**src/rtl/decode_queue.sv**
```systemverilog
// Instruction buffer between fetch and decode: FETCH_WIDTH lanes in, DECODE_WIDTH
// lanes out, program order, single-cycle flush on redirect.
module decode_queue #(
  parameter int unsigned XLEN         = 64,
  parameter int unsigned DEPTH        = 8,
  parameter int unsigned FETCH_WIDTH  = 2,
  parameter int unsigned DECODE_WIDTH = 2
) (
  input  logic                                clk,
  input  logic                                reset,
  input  logic                                flush,
  input  logic [FETCH_WIDTH-1:0]              in_valid,
  input  logic [FETCH_WIDTH*XLEN-1:0]         in_pc,
  input  logic [FETCH_WIDTH*32-1:0]           in_instr,
  output logic                                in_ready,
  output logic [DECODE_WIDTH-1:0]             out_valid,
  output logic [DECODE_WIDTH*XLEN-1:0]        out_pc,
  output logic [DECODE_WIDTH*32-1:0]          out_instr,
  input  logic [$clog2(DECODE_WIDTH+1)-1:0]   deq_num,
  output logic [$clog2(DEPTH+1)-1:0]          count
);

  localparam int unsigned PW = $clog2(DEPTH);
  localparam int unsigned CW = $clog2(DEPTH+1);
  localparam logic [31:0] NOP = 32'h0000_0013;

  logic [XLEN-1:0] pc_mem    [DEPTH];
  logic [31:0]     instr_mem [DEPTH];

  logic [PW-1:0] head;
  logic [PW-1:0] tail;
  logic [CW-1:0] enq_n;
  logic [CW-1:0] deq_eff;
  logic [CW-1:0] count_next;
  logic [PW-1:0] wr_idx [FETCH_WIDTH];
  logic [PW-1:0] rd_idx [DECODE_WIDTH];

  // Enqueue size: the whole thermometer group, or nothing.
  always_comb begin
    enq_n = '0;
    if (in_ready && !flush) begin
      for (int unsigned i = 0; i < FETCH_WIDTH; i++) begin
        enq_n = enq_n + CW'(in_valid[i]);
      end
    end
  end

  // Dequeue size clamped to lane count and occupancy.
  always_comb begin
    deq_eff = CW'(deq_num);
    if (deq_eff > CW'(DECODE_WIDTH)) begin
      deq_eff = CW'(DECODE_WIDTH);
    end
    if (deq_eff > count) begin
      deq_eff = count;
    end
    count_next = count + enq_n - deq_eff;
  end

  always_comb begin
    for (int unsigned i = 0; i < FETCH_WIDTH; i++) begin
      wr_idx[i] = tail + PW'(i);
    end
    for (int unsigned i = 0; i < DECODE_WIDTH; i++) begin
      rd_idx[i] = head + PW'(i);
    end
  end

  // Storage has no reset; only occupied slots are ever presented.
  always_ff @(posedge clk) begin
    for (int unsigned i = 0; i < FETCH_WIDTH; i++) begin
      if (!reset && (CW'(i) < enq_n)) begin
        pc_mem[wr_idx[i]]    <= in_pc[i*XLEN +: XLEN];
        instr_mem[wr_idx[i]] <= in_instr[i*32 +: 32];
      end
    end
  end

  always_ff @(posedge clk) begin
    if (reset || flush) begin
      head     <= '0;
      tail     <= '0;
      count    <= '0;
      in_ready <= 1'b1;
    end else begin
      head     <= head + PW'(deq_eff);
      tail     <= tail + PW'(enq_n);
      count    <= count_next;
      in_ready <= (count_next <= CW'(DEPTH - FETCH_WIDTH));
    end
  end

  // Read side depends only on registered pointers, count and storage.
  always_comb begin
    out_valid = '0;
    out_pc    = '0;
    out_instr = {DECODE_WIDTH{NOP}};
    for (int unsigned i = 0; i < DECODE_WIDTH; i++) begin
      if (count > CW'(i)) begin
        out_valid[i]            = 1'b1;
        out_pc[i*XLEN +: XLEN]  = pc_mem[rd_idx[i]];
        out_instr[i*32 +: 32]   = instr_mem[rd_idx[i]];
      end
    end
  end

  always_ff @(posedge clk) begin
    if (!reset) begin
      assert (count <= CW'(DEPTH));
      if (in_ready) begin
        assert ((in_valid & (in_valid + FETCH_WIDTH'(1))) == '0);
      end
    end
  end

endmodule

```
**config.mk**
```make
export PLATFORM = sky130hd
export DESIGN_NAME = decode_queue
export DESIGN_NICKNAME = d
export VERILOG_FILES = /design/src/rtl/decode_queue.sv
export SDC_FILE = /design/constraint.sdc
export NUM_CORES = 2
export LEC_CHECK = 0
export ABC_CLOCK_PERIOD_IN_PS = 18200
export BUFFER_PORTS_ARGS = -buffer_cell sky130_fd_sc_hd__buf_2
export CAP_MARGIN = 15
export CELL_PAD_IN_SITES_DETAIL_PLACEMENT = 1
export CELL_PAD_IN_SITES_GLOBAL_PLACEMENT = 1
export CORE_MARGIN = 2
export CORE_UTILIZATION = 25
export CTS_CLUSTER_DIAMETER = 60
export DETAILED_ROUTE_END_ITERATION = 16
export PLACE_DENSITY = 0.56
export REMOVE_ABC_BUFFERS = 1
export SYNTH_ARGS = -nofsm -noshare
export SYNTH_HDL_FRONTEND = slang
export SYNTH_SLANG_ARGS = --single-unit
export TNS_END_PERCENT = 20
```
**constraint.sdc**
```tcl
create_clock -name clk -period 18.2 [get_ports clk]
set_clock_uncertainty 0.15 [all_clocks]
set_input_delay 4.55 -clock clk [delete_from_list [all_inputs] [get_ports clk]]
set_output_delay 4.55 -clock clk [all_outputs]
set_load 0.005 [all_outputs]
```
## Word-level counts from Yosys, hierarchy flattened

Memory sizes are Yosys's and may differ from the RTL's. A register that Yosys moved wholly into a read port is not among the register bits.
Cells that the tools add are included.
W data, S select, Z words.

- $add $sub $neg: 7
- Magnitude comparators: 7
- Mux-type cells: 15
- Reductions and logical operators: 6

Operator list:

| cell | count |
|---|---|
| $mux W64 | 2 |
| $mux W32 | 2 |
| $gt A4 B1 Y1 const B | 2 |
| $lt A1 B4 Y1 const A | 2 |
| $add A3 B1 Y3 const B | 2 |
| $add A3 B3 Y3 | 2 |
| $mux W1 | 6 |
| $mux W3 | 2 |
| $add A4 B4 Y4 | 1 |
| $gt A4 B4 Y1 | 1 |
| $le A4 B3 Y1 const B | 1 |
| $mux W2 | 2 |
| $mux W4 | 1 |
| $sub A4 B4 Y4 | 1 |
| $logic_and A1 B1 Y1 | 3 |
| $add A1 B1 Y2 | 1 |
| $gt A2 B2 Y1 const B | 1 |
| $logic_not A1 Y1 | 2 |
| $logic_or A1 B1 Y1 | 1 |

- Flip-flop bits (word level): 11
- RAM bits: 768
- Bits of input ports: 199
- Output and inout port bits: 199
- Word-level logic and storage cells: 41
- Memories kept: 2

Memory list:

| memory | words | width | read ports | clocked after memory_dff | write ports | line | source |
|---|---|---|---|---|---|---|---|
| pc_mem | 8 | 64 | 2 | 1 | 2 | 27 | `logic [XLEN-1:0] pc_mem [DEPTH];` |
| instr_mem | 8 | 32 | 2 | 1 | 2 | 28 | `logic [31:0] instr_mem [DEPTH];` |

## Depth between registers and ports, before layout

- Depth after elaboration: 7
- Gate-level depth with buffers: 12

## Least setup slack after synthesis

Ideal clock, no wire load.

- Kind: input to register
- Start: input in_valid[0]
- End: memory instr_mem[0][0] (enable)
- Arrival time: 12593 ps
- Required time: 17357 ps
- Path slack: 4764 ps
- Stages: 4
- Buffers on the path: 0
- Cells stage by stage: ha_1 nor2_1 or4b_2 o31ai_1

RTL lines:

| item | line | source |
|---|---|---|
| start, declared | 12 | `input logic [FETCH_WIDTH-1:0] in_valid,` |
| end, declared | 28 |  |

==> metrics.md <==
| Metric | Value |
|---|---|
| Pin count of the biggest net entering global routing | 97 |
| Met3 layer usage reported by global route | 2.37% |
| Synthesis-to-layout area growth | 17.9% |
| Number of global-route vias before repair | 28900 |
| Cells along the critical path | buf_4, buf_4, buf_4, buf_4, mux4_2, a22o_1, buf_2 |
| Most numerous cell on the critical path | buf_4 |
| DRT Wirelength | 154000 µm |
| Internal Dissipation | 0.00406 W |
| Clock root buffer | clkbuf_16 |
| Post-CTS Hold Buffers | 0 |
| Number of DRC violations after detailed-routing iteration 0 | 1823 |
| Clock tree from TritonCTS | yes |
| Post-synthesis instance area | 44200 µm² |
| Minimum setup slack after placement | 8.29 ns |
| Commonest non-fill, non-tap cells in the layout | edfxtp_1, mux2_2, buf_2 |
| Share of power burned in combinational logic | 32.8% |
| Area of the core | 176000 µm² |
| Leakage power | 17.1 nW |
| Vert. Die Dim | 425 µm |
| Sort of element at the end of the critical path | output port |
| Pre-antenna DRT Iters | 5 |
| Number of buffers added by the clock tree synthesis step | 105 |
| Global-route total usage across every layer | 16.8% |
| Worst setup margin | 7.69 ns |
| DRC viols | 0 |
| Area occupied by multi-input gates | 20000 µm² |
| Clock transition time at the flip-flop clock pins of the worst setup and hold paths | 0.06 ns |
| Number of antenna violations at the first check in global routing | 38 |
| Post-detailed-route wirelength per cell | 29.3 µm |
| Number of instances resized during post-cts repair | 0 |
| Setup repair after global routing missed its margin | no |
| Register area share after synthesis | 52.6% |
| Setup fix buffers added after clock tree synthesis | 0 |
| Gpl congestion | 0.722 |
| Clk network pwr share | 33.5% |
| I/O Buffers | 397 |
| Highest Clock Rate | 95.2 MHz |
| Sequential fraction of design power | 33.7% |
| Number of nets still failing antenna checks after routing | 0 |
| Setup-failing EPs final | 0 |
| Register area | 23300 µm² |
| Via density per instance | 5.09 |
| Global routing met2 resource utilization | 28.6% |
| Slew at the pin with the worst max-slew slack | 1.43 ns |
| Number of distinct library cells after synthesis | 44 |
| Switching pwr | 0.00197 W |
| Final Max Slew Viols | 0 |
| Slowest cell delay on critical path | 0.82 ns |
| Most common library cell in the layout ignoring fill and taps | edfxtp_1 |
| Sw Ratio | 32.7% |
| Count of yosys warnings during synthesis | 0 |
| Cells after synthesis | 2442 |
| Overflow left after global routing | 0 |
| Worst-Skew Late Latency | 0.70 ns |
| Run status | completed |
| MaxCap Viol Count | 0 |
| First-pass GRT wire length | 218000 µm |
| Total power divided by cell area | 116 nW/µm² |
| Post-layout util | 29.7% |
| Worst vdd ir | 0.223 mV |
| CP max-delay cell | dfxtp_4 |
| Area enclosed by the die boundary | 180000 µm² |
| Shortest period the worst path allows | 10.51 ns |
| Number of synthesized flops with an enable pin | 768 |
| Row cnt | 154 |
| Most crowded layer after global routing | met2 |
| Estimated wirelength of the detail-placed design | 89700 µm |
| Fraction of met1 tracks used by global routing | 21.1% |
| Ratio of final minimum period to clock period | 57.7% |
| Fin. Hold Viols | 0 |
| Number of buffers between clock root and the deepest sink | 3 |
| Max-slew headroom at the worst pin | 4.86% |
| Total number of vias | 26700 |
| Required @ worst endpoint | 13.50 ns |
| Hold Path Class | flop to flop |
| Effective utilization at floorplan | 25.1% |
| Ys async rst share | 0% |
| H-tree levels | 3 |
| Total number of clock tree sinks | 779 |
| Die X | 425 µm |
| Critical Path Source Type | flop |
| Maximum fanout along the worst path | 53 |
| Endpoint arrival time on the critical path | 5.81 ns |
| Flip-flop cell with the highest count after synthesis | edfxtp_1 |
| Critical Setup Path Class | flop to output port |
| Fraction of layout instances using a drive strength above 1 | 61.9% |
| Total I/O pin count | 398 |
| Final Net Count | 3017 |
| Average instance area after synthesis | 18.1 µm² |
| Kind of cell adding the most delay to the critical path | buffers and inverters |
| Buffers and inverters on the worst path | 5 |
| Fill cell count | 18200 |
| Number of synthesized register bits | 779 |
path summary, 6_finish.rpt:
kind | cells past startpoint | slack, ns | to | from
setup / recovery | 7 | 7.69 | out_pc[9] | head[0]
hold / removal | 2 | 0.44 | head[2] | count[2]
setup reg to reg | 7 | 13.28 | instr_mem[5][13] | tail[0]
hold reg to reg | 2 | 0.44 | head[2] | count[2]
flip-flops by register name, summed over array words and instances, names as in the netlist:
register	cells
in_ready	1
instr_mem	256
pc_mem	512
tail	3
count	4
head	3
kinds of logic after synthesis:
kind of cell,after synthesis,share of synthesized area (%)
buffers and inverters,223,2.64
AND/OR/NAND/NOR,46,0.701
adder cells (fa/ha/maj),17,0.549
flip-flops,779,52.6
AO/OA/AOI/OAI,214,4.12
XOR/XNOR,7,0.173
multiplexers,1156,39.2
power groups by stage:
| stage | clock network (W) | registers (W) | logic (W) |
|---|---|---|---|
| 2_1_floorplan | 0 | 0.00213 | 0.00132 |
| 3_3_place_gp | 0 | 0.00207 | 0.00201 |
| 3_5_place_dp | 0 | 0.00207 | 0.00202 |
| 4_1_cts | 0.00208 | 0.00204 | 0.00202 |
| 5_1_grt | 0.00214 | 0.00204 | 0.00210 |
| 6_report | 0.00202 | 0.00204 | 0.00198 |
cells in the mapped netlist, types with 2 or more instances:
cell	count	share of area [%]
mux2_2	761	19
nor2_1	8	0.068
and2_1	7	0.099
o21ai_0	8	0.091
nand4b_4	2	0.11
nand2b_1	3	0.042
mux2_1	8	0.20
mux4_2	384	20
inv_1	11	0.093
edfxtp_1	768	52
buf_4	17	0.29
o31ai_1	2	0.034
xor2_1	3	0.059
nand3_2	4	0.091
nor2b_1	4	0.057
dfxtp_1	11	0.50
buf_1	12	0.10
xnor2_1	2	0.040
nand2_1	11	0.093
a21oi_1	3	0.034
buf_2	111	1.3
buf_6	17	0.43
clkbuf_1	55	0.47
a22o_1	186	3.7
ha_1	13	0.37
o22a_1	6	0.12
fa_1	4	0.18
mux2i_1	3	0.068
and4_1	2	0.040
o21bai_1	2	0.034
per-layer routing:
layer  share of wire (%)  vias up
li1                    -    11200
met1                  42    14500
met2                  50      749
met3                 4.2      237
met4                 3.3        6
met5               0.022        -
per-stage QoR:
stage / hold WS [ns] / instance area, µm² / setup TNS, ns / total power, W / std cells
6_report: 0.435 / 52200 / 0 / 0.00604 / 5251
3_3_place_gp: 0.441 / 48800 / 0 / 0.00408 / 5034
3_5_place_dp: 0.423 / 48800 / 0 / 0.00409 / 5034
5_1_grt: 0.488 / 52200 / 0 / 0.00628 / 5250
4_1_cts: 0.428 / 52100 / 0 / 0.00614 / 5230
2_1_floorplan: 0.381 / 43100 / -646.93 / 0.00345 / 2230
worst min-delay path, stage by stage, from the launching register on:
cell	delay, ns
dfxtp_1	0.34
o2111ai_1	0.12
mux2i_1	0.08
layout make-up:
type                       instances  share of cell area [%]
multi-input combinational       1440                    38.3
clock buffer                     133                    5.36
antenna                           21                   0.101
timing repair buffer             464                    4.87
sequential                       779                    44.6
inverter                          11                  0.0791
clock inverter                    63                    1.04
tap                             2340                    5.61
Note: power is estimated with default switching activity, not from simulation.
